`src/rtl/attn_pkg.sv`:
```
// Shared constants, bank indices and loader state encoding for the QKV operand loader.
package attn_pkg;

    localparam int unsigned DATA_W     = 16;
    localparam int unsigned N_WORDS    = 32;
    localparam int unsigned BUS_W      = DATA_W * N_WORDS;
    localparam int unsigned SLOT_W     = $clog2(N_WORDS);
    localparam int unsigned N_BANKS    = 3;
    localparam int unsigned LOAD_WORDS = N_BANKS * N_WORDS;
    localparam int unsigned CNT_W      = 7;
    localparam int unsigned BANK_SEL_W = CNT_W - SLOT_W;

    localparam int unsigned BANK_KEY   = 0;
    localparam int unsigned BANK_QUERY = 1;
    localparam int unsigned BANK_VALUE = 2;

    typedef enum logic [2:0] {
        ST_IDLE = 3'd0,
        ST_LOAD = 3'd1,
        ST_ARM  = 3'd2,
        ST_RUN  = 3'd3,
        ST_DONE = 3'd4
    } loader_state_e;

endpackage

```
`src/rtl/attn_qkv_bank.sv`:
```
// One N_WORDS x DATA_W operand register bank: single-slot write port, async clear,
// flat bus output with word i at [i*DATA_W +: DATA_W].
module attn_qkv_bank
    import attn_pkg::*;
(
    input  logic              clk,
    input  logic              rst_n,
    input  logic              we,
    input  logic [SLOT_W-1:0] slot,
    input  logic [DATA_W-1:0] wdata,
    output logic [BUS_W-1:0]  bus
);

    logic [N_WORDS-1:0][DATA_W-1:0] mem_q;
    logic [N_WORDS-1:0][DATA_W-1:0] mem_d;

    always_comb begin
        mem_d = mem_q;
        if (we) begin
            mem_d[slot] = wdata;
        end
    end

    always_ff @(posedge clk or negedge rst_n) begin
        if (!rst_n) begin
            mem_q <= '0;
        end else begin
            mem_q <= mem_d;
        end
    end

    assign bus = mem_q;

endmodule

```
`src/rtl/attn_qkv_loader.sv`:
```
// Streams 96 words into key/query/value banks, then sequences pe_8x8_top enable/reset
// and holds the buses until all_done. Optional RUN watchdog: ATTN_LOADER_TIMEOUT_EN.
module attn_qkv_loader
    import attn_pkg::*;
#(
    parameter int unsigned ARM_CYCLES = 2
`ifdef ATTN_LOADER_TIMEOUT_EN
    ,
    parameter int unsigned TIMEOUT_CYCLES = 4096
`endif
) (
    input  logic              clk,
    input  logic              rst_n,
    input  logic              start,
    input  logic [DATA_W-1:0] in_data,
    input  logic              in_valid,
    output logic              in_ready,
    output logic [BUS_W-1:0]  key,
    output logic [BUS_W-1:0]  query,
    output logic [BUS_W-1:0]  value,
    output logic              pe_en,
    output logic              pe_rst_n,
    input  logic              pe_all_done,
    output logic              busy,
    output logic              done,
    output logic              timeout
);

    localparam int unsigned ARM_W = (ARM_CYCLES > 1) ? $clog2(ARM_CYCLES) : 1;

    loader_state_e    state_q, state_d;
    logic [CNT_W-1:0] cnt_q, cnt_d;
    logic [ARM_W-1:0] arm_q, arm_d;
    logic             in_ready_q, in_ready_d;
    logic             pe_en_q, pe_en_d;
    logic             pe_rst_n_q, pe_rst_n_d;
    logic             busy_q, busy_d;
    logic             done_q, done_d;

    logic                  xfer_c;
    logic [BANK_SEL_W-1:0] bank_sel_c;
    logic [N_BANKS-1:0]    bank_we_c;

`ifdef ATTN_LOADER_TIMEOUT_EN
    localparam int unsigned WD_W = 16;
    logic [WD_W-1:0] wd_q, wd_d;
    logic            timeout_q, timeout_d;
`endif

    // in_ready_q is high exactly while in LOAD
    assign xfer_c     = in_valid & in_ready_q;
    assign bank_sel_c = cnt_q[CNT_W-1:SLOT_W];

    always_comb begin
        bank_we_c = '0;
        for (int b = 0; b < N_BANKS; b++) begin
            bank_we_c[b] = xfer_c && (bank_sel_c == BANK_SEL_W'(b));
        end
    end

    always_comb begin
        state_d = state_q;
        cnt_d   = cnt_q;
        arm_d   = arm_q;
`ifdef ATTN_LOADER_TIMEOUT_EN
        wd_d      = wd_q;
        timeout_d = 1'b0;
`endif
        case (state_q)
            ST_IDLE: begin
                if (start) begin
                    state_d = ST_LOAD;
                    cnt_d   = '0;
                end
            end
            ST_LOAD: begin
                if (xfer_c) begin
                    cnt_d = cnt_q + CNT_W'(1);
                    if (cnt_q == CNT_W'(LOAD_WORDS - 1)) begin
                        state_d = ST_ARM;
                        arm_d   = '0;
                    end
                end
            end
            ST_ARM: begin
                if (arm_q == ARM_W'(ARM_CYCLES - 1)) begin
                    state_d = ST_RUN;
`ifdef ATTN_LOADER_TIMEOUT_EN
                    wd_d = '0;
`endif
                end else begin
                    arm_d = arm_q + ARM_W'(1);
                end
            end
            ST_RUN: begin
                if (pe_all_done) begin
                    state_d = ST_DONE;
`ifdef ATTN_LOADER_TIMEOUT_EN
                end else if (wd_q == WD_W'(TIMEOUT_CYCLES - 1)) begin
                    state_d   = ST_DONE;
                    timeout_d = 1'b1;
                end else begin
                    wd_d = wd_q + WD_W'(1);
`endif
                end
            end
            ST_DONE: begin
                state_d = ST_IDLE;
            end
            default: begin
                state_d = ST_IDLE;
            end
        endcase

        // Outputs are registered images of the state being entered
        in_ready_d = (state_d == ST_LOAD);
        pe_en_d    = (state_d == ST_ARM) || (state_d == ST_RUN);
        pe_rst_n_d = (state_d == ST_RUN);
        busy_d     = (state_d != ST_IDLE);
        done_d     = (state_d == ST_DONE);
    end

    always_ff @(posedge clk or negedge rst_n) begin
        if (!rst_n) begin
            state_q    <= ST_IDLE;
            cnt_q      <= '0;
            arm_q      <= '0;
            in_ready_q <= 1'b0;
            pe_en_q    <= 1'b0;
            pe_rst_n_q <= 1'b0;
            busy_q     <= 1'b0;
            done_q     <= 1'b0;
        end else begin
            state_q    <= state_d;
            cnt_q      <= cnt_d;
            arm_q      <= arm_d;
            in_ready_q <= in_ready_d;
            pe_en_q    <= pe_en_d;
            pe_rst_n_q <= pe_rst_n_d;
            busy_q     <= busy_d;
            done_q     <= done_d;
        end
    end

`ifdef ATTN_LOADER_TIMEOUT_EN
    always_ff @(posedge clk or negedge rst_n) begin
        if (!rst_n) begin
            wd_q      <= '0;
            timeout_q <= 1'b0;
        end else begin
            wd_q      <= wd_d;
            timeout_q <= timeout_d;
        end
    end

    assign timeout = timeout_q;
`else
    assign timeout = 1'b0;
`endif

    assign in_ready = in_ready_q;
    assign pe_en    = pe_en_q;
    assign pe_rst_n = pe_rst_n_q;
    assign busy     = busy_q;
    assign done     = done_q;

    attn_qkv_bank u_bank_key (
        .clk   (clk),
        .rst_n (rst_n),
        .we    (bank_we_c[BANK_KEY]),
        .slot  (cnt_q[SLOT_W-1:0]),
        .wdata (in_data),
        .bus   (key)
    );

    attn_qkv_bank u_bank_query (
        .clk   (clk),
        .rst_n (rst_n),
        .we    (bank_we_c[BANK_QUERY]),
        .slot  (cnt_q[SLOT_W-1:0]),
        .wdata (in_data),
        .bus   (query)
    );

    attn_qkv_bank u_bank_value (
        .clk   (clk),
        .rst_n (rst_n),
        .we    (bank_we_c[BANK_VALUE]),
        .slot  (cnt_q[SLOT_W-1:0]),
        .wdata (in_data),
        .bus   (value)
    );

endmodule
```
`config.mk`:
```
export PLATFORM = sky130hd
export DESIGN_NAME = attn_qkv_loader
export DESIGN_NICKNAME = d
export VERILOG_FILES = /design/src/rtl/attn_pkg.sv /design/src/rtl/attn_qkv_bank.sv /design/src/rtl/attn_qkv_loader.sv
export SDC_FILE = /design/constraint.sdc
export NUM_CORES = 2
export LEC_CHECK = 0
export ABC_AREA = 1
export CORE_AREA = 2 2 601 603
export DETAILED_ROUTE_END_ITERATION = 12
export DIE_AREA = 0 0 603 605
export MAX_ROUTING_LAYER = met4
export PLACE_DENSITY = 0.47
export SYNTH_ARGS = -nofsm -noshare
export SYNTH_HDL_FRONTEND = slang
export SYNTH_HIERARCHICAL = 1
export SYNTH_SLANG_ARGS = --single-unit
```
`constraint.sdc`:
```
create_clock -name clk -period 2.5 [get_ports clk]
set_input_delay 0.375 -clock clk [delete_from_list [all_inputs] [get_ports clk]]
set_output_delay 0.375 -clock clk [all_outputs]
set_load 0.1 [all_outputs]
```
* After elaboration in Yosys (flattened, before gate mapping)
Cells that the tools add are included. W data, S select, Z words.
Cells by class: add/subtract/negate cells 2, $mul 0, divide/modulo/power cells 0, $lt $le $gt $ge 2, equal/unequal tests 13, shift operators 0, mux-type cells 18, bitwise operators 1, reductions and logical operators 12
Operators with widths (number):
- $bwmux W512 | 3
- $demux W16 S5 | 1
- $mux W16 | 1
- $mux W3 | 5
- $mux W7 | 2
- $pmux W7 S2 | 1
- $eq A3 B2 Y1 const B | 4
- $pmux W3 S4 | 1
- $add A7 B1 Y7 const B | 1
- $eq A7 B7 Y1 const B | 1
- $eq A3 B1 Y1 const B | 2
- $lt A5 B6 Y1 const B | 1
- $ne A2 B2 Y1 const B | 3
- $reduce_and A3 Y1 | 2
- $ge A5 B1 Y1 const B | 1
- $logic_and A1 B1 Y1 | 4
- $reduce_bool A2 Y1 | 2
- $eq A3 B3 Y1 const B | 1
- $logic_not A3 Y1 | 1
- $mux W1 | 3
- $reduce_bool A3 Y1 | 1
- $eq A2 B1 Y1 const B | 1
- $eq A2 B2 Y1 const B | 1
- $logic_not A2 Y1 | 1
- other kinds (4) | 4
Word-level totals: bits in registers 1552, latch bits 0, memory bits (writable) 0, memory bits (read-only) 0, output and inout port bits 1542, word-level logic and storage cells 152, memories kept 0

* Longest topological paths before layout
word-level depth 6, depth in mapped cells 9

* Hierarchy
Netlist, hierarchy kept.
Modules (own cells, without submodules):
- attn_qkv_bank | times used 3, cells an instance 2277, area each 19821.5 um2, seq. area each 12812.3 um2
- attn_qkv_loader | times used 1, cells an instance 106, area each 803.3 um2, seq. area each 400.4 um2

* Worst setup path before layout
No wires, ideal clock.
path kind register to register, start reg in_ready_q (netlist: in_ready), end reg u_bank_key.mem_q, in the netlist u_bank_key/bus[133], library setup time 0.122 ns, arrival 2.610 ns, data required time 2.378 ns, setup slack -0.233 ns, cell stages (with the launch flop) 9, path buffers 1, clock period less this slack 2.733 ns, cells stage by stage dfrtp_1 > nand2_1 > nor3_1 > nand2_1 > nor2_2 > nand2_1 > clkbuf_1 > nand2_1 > nand2_1
Between the ends: cells in the longest elaborated chain, start to end 2
Ends and longest elaborated chain:
- start, declared | RTL line attn_qkv_loader.sv:34 | logic in_ready_q, in_ready_d;
- start signal, assigned | RTL line attn_qkv_loader.sv:137 | in_ready_q <= in_ready_d;
- $and A1 B1 Y1 | RTL line attn_qkv_loader.sv:51 | assign xfer_c = in_valid & in_ready_q;
- $logic_and A1 B1 Y1 | RTL line attn_qkv_loader.sv:57 | bank_we_c[b] = xfer_c && (bank_sel_c == BANK_SEL_W'(b));
- net bank_we_c[0] | RTL line attn_qkv_loader.sv:42 | logic [N_BANKS-1:0] bank_we_c;
- end signal, assigned | RTL line attn_qkv_bank.sv:28 | mem_q <= mem_d;
- end, declared | RTL line attn_qkv_bank.sv:14 | logic [N_WORDS-1:0][DATA_W-1:0] mem_q;
The timed path passes the listed nets, and every way through them passes these cells. A chain may end at the register's enable or synchronous reset.

* Final worst setup path
start reg cnt_q[2], end reg u_bank_value.mem_q, in the netlist u_bank_value/bus[99]
Between the ends: cells in the longest elaborated chain, start to end 5
Ends and longest elaborated chain:
- start, declared | RTL line attn_qkv_loader.sv:32 | logic [CNT_W-1:0] cnt_q, cnt_d;
- start signal, assigned | RTL line attn_qkv_loader.sv:135 | cnt_q <= cnt_d;
- $lt A5 B6 Y1 (implied by the code) or $ge A5 B1 Y1 (tied branches) | RTL line attn_qkv_bank.sv:20 | mem_d[slot] = wdata;
- $logic_and A1 B1 Y1 (implied by the code) | RTL line attn_qkv_bank.sv:20
- $mux W16 (implied by the code) | RTL line attn_qkv_bank.sv:20
- $demux W16 S5 (*)
- $bwmux W512 (*) | RTL line attn_qkv_bank.sv:20
- end signal, assigned | RTL line attn_qkv_bank.sv:28
- end, declared | RTL line attn_qkv_bank.sv:14
Mark *: on every way between the ends. The rest lies on a longest branch, timed or not.

==> key figures <==
Synth
  – Largest cells by area after synthesis: dfrtp_1 64%, nand2_1 26%, nand3_1 5.1%, buf_2 1.6%, clkbuf_1 1.4%
  – Synth Flop Type: dfrtp_1
  – Yosys top cell area share: between 60 and 70%
  – Cells after Synth: ~6900
  – Count of cell types in the netlist: 21
  – Largest area contributor in the netlist: dfrtp_1
  – Synth Warn #: 6
  – Syn Std Cell Area: around 60000 sq um
  – Seq/Total Area, Yosys: around 64%
  – Top-count cell post-synth: nand2_1
  – Share of synthesized registers carrying an async set or reset: 100%
  – Syn Area/Cell: ~8.7 sq um
  – Synth Register Bits: about 1600
  – Post-synth net total: a little under 7000
  – Post-synth top cells: 4176 x nand2_1, 1552 x dfrtp_1, 616 x nand3_1
  – Post-synth EDFFs: 0

Critical path
  – Crit-path max FO: 13
  – CP startpoint: cnt_q[2]$_DFFE_PN0P_
  – Setup crit end kind: flip-flop
  – Reg-to-Reg Start: cnt_q[2]$_DFFE_PN0P_
  – WP data arrival: about 3.1 ns
  – Critical path class: flip-flop to flip-flop
  – Worst setup SP type: flip-flop
  – Required @ worst endpoint: roughly 3.3 ns

Clocking
  – Worst-Skew Late Latency: between 0.8 and 0.9 ns
  – Post-CTS Hold Buffers: 15
  – CTS tree: built
  – CTS H-tree lvls: 4
  – CTS max path bufs: 4
  – Reg clk slew, reported paths: 0.06 ns
  – Post-cts gate resize count: 0
  – Post-CTS Setup Inserts: 0
  – Clock tree sinks: about 1600
  – CTS Buf Count: between 150 and 200
  – CTS root buf: clkbuf_16

Timing
  – RSZ-0062 raised after global routing: false
  – Slew Limit Fails: 0
  – Fmax: 427 MHz
  – Final Cycle Share: about 94%
  – Min cycle time layout: ~2.3 ns
  – Worst Tran Pin Value: ~0.87 ns
  – # setup viols final: 0
  – Final Hold Vio Count: 0
  – Worst relative slew slack: a little over two fifths
  – Worst Skew: about 0.064 ns

Finish
  – Share of layout cells above drive strength 1: between 20% and 30%
  – Multi-input logic area: between 15000 and 20000 sq um
  – Fillers: around 40000
  – Final Cell Area: 89300 sq um
  – Register Area: around 39000 sq um
  – Post-Layout Cell Count: roughly 14000
  – # nets final: a little under 9000
  – Synth-to-Final Area Change: 48.2%

Routing
  – Vias/cell: around 4.0
  – Routed wl met2: 161000 microns
  – Initial DRC count: roughly 4500
  – Vias: around 55000
  – Routed WL: between 300000 and 400000 microns
  – Top layer in use: met4
  – Metal-1 WL: 129000 microns
  – Post-DRT Antenna Nets: 0
  – Avg WL per Cell: 23.6 microns
  – Drt first pass iters: 6
  – Drt drc: 0
  – WL met3: 19700 microns

Pwr
  – Flop pwr share: a little under a third
  – Clock power frac: 26.8%
  – Internal: between 50000 and 60000 uW
  – Leakage: around 0.05 uW
  – Max IR drop VDD: around 0.77 mV
  – Net Sw Frac: between 40 and 50%
  – Combinational Power Share: 43.2%
  – PD cells: between 1000 and 1500 nW/um^2
  – NetSw: just over 50000 uW

Place
  – DP Wirelength: around 240000 microns
  – PortBufs: approximately 1600
  – Gpl congestion: ~0.82
  – Placed Area: about 83000 sq um
  – Cells after DPL: between 10000 and 15000

Worst hold path
  – Hold path start: pe_all_done
  – Hold Crit Class: input pin to flip-flop

Floorplan
  – Die Footprint: about 360000 sq um
  – Initial Util: 16.8%
  – Die extent in x: ~600 microns
  – # IOs: 1563
  – Die Y-Extent: 605 microns
  – CORE AREA: about 360000 sq um
  – Row count: 220

Global routing
  – Vias in the first global route: 53300
  – Largest net degree at the start of global routing: 100
  – GRT Total Usage: 17.5%
  – Total grt overflow: 0
  – First-pass GRT wire length: between 400000 and 500000 microns
  – Initial antenna violation count: 13

Run
  – Max-Cap Viols: 0

Status
  – Status: finished clean
power groups by stage:
stage / sequential [uW] / clock, uW / combinational (uW)
finish: 31500 / 28100 / 45300
global route: 31900 / 29800 / 46600
CTS: 31500 / 28800 / 45500
detailed placement: 31900 / 0 / 45500
global placement: 31900 / 0 / 45300
floorplan: 58300 / 0 / 5130
sequential cells by signal, indices dropped and copies added, names as in the netlist, 3 cells and up:
register and flops:
cnt_q 7, u_bank_value/bus 512, u_bank_key/bus 512, state_q 3, u_bank_query/bus 512
layout by cell type, fill, tap and decap left out, drive strengths merged:
cell,count
conb,1
clkinv,22
ha,1
o21ai,3
inv,39
bufinv,11
o21bai,2
dfrtp,1552
nor3,4
nor2,107
nand3,622
clkdlybuf4s50,3
clkinvlp,6
dlygate4sd3,15
nand4,3
diode,6
nand2,4177
clkbuf,279
buf,2085
through the flow:
step	hold slack, ns	TNS (ns)	worst slack (ns)	utilization (%)	total power (uW)
final	0.132	0	0.157	24.9	105000
after global routing	0.0454	0	0.0228	24.9	108000
after CTS	0.0304	0	0.0863	24.9	106000
after detailed placement	0.423	-0.337	-0.0248	23.2	77300
after global placement	0.428	-0.417	-0.0248	23.2	77200
after floorplan	0.0794	0	0.0958	-	63400
area by class of cell:
type                            instances  share of cell area, %
Multi-Input combinational cell       4920                   22.0
Clock inverter                         43                  0.748
Timing Repair Buffer                 2103                   20.7
Clock buffer                          279                   6.20
Antenna cell                            6                 0.0168
Sequential cell                      1552                   43.5
Tap cell                             4773                   6.69
Inverter                               35                  0.147
critical path, stage by stage, from the launching register on:
cell and delay, ns:
dfrtp_4 0.64, buf_4 0.31, inv_2 0.14, nor2_4 0.51, nand2_1 0.20, buf_4 0.26, nand2_1 0.09, nand2_1 0.05
logic make-up (layout without fill, tap and decap cells):
kind of cell	Yosys count	after routing	synth area share (%)
and+or+nand+nor	4913	4913	32.2
DFF	1552	1552	64.4
buffers and inverters	465	2460	3.31
AOI/OAI and AO/OA	5	5	0.0498
adders and majority gates	1	1	0.0208
other	1	7	0.00622
routing by layer:
layer | vias to the layer above | GRT usage (%)
li1 | 25100 | -
met1 | 27300 | 20.7
met2 | 1935 | 29.5
met3 | 518 | 3.07
met4 | 0 | 6.90
met5 | - | -
path summary, 6_finish.rpt:
kind | endpoint | slack [ns] | cells past startpoint
worst max register to register | u_bank_value/bus[99]$_DFFE_PN0P_ | 0.16 | 7
worst min register to register | u_bank_key/bus[93]$_DFFE_PN0P_ | 0.47 | 2
worst min-delay path | done$_DFF_PN0_ | 0.13 | 3
worst max-delay path | u_bank_value/bus[99]$_DFFE_PN0P_ | 0.16 | 7
max in group asynchronous | u_bank_value/bus[384]$_DFFE_PN0P_ | 1.22 | 3
min in group asynchronous | u_bank_value/bus[60]$_DFFE_PN0P_ | 0.19 | 2
No activity file was read; power rests on OpenSTA's default activity.
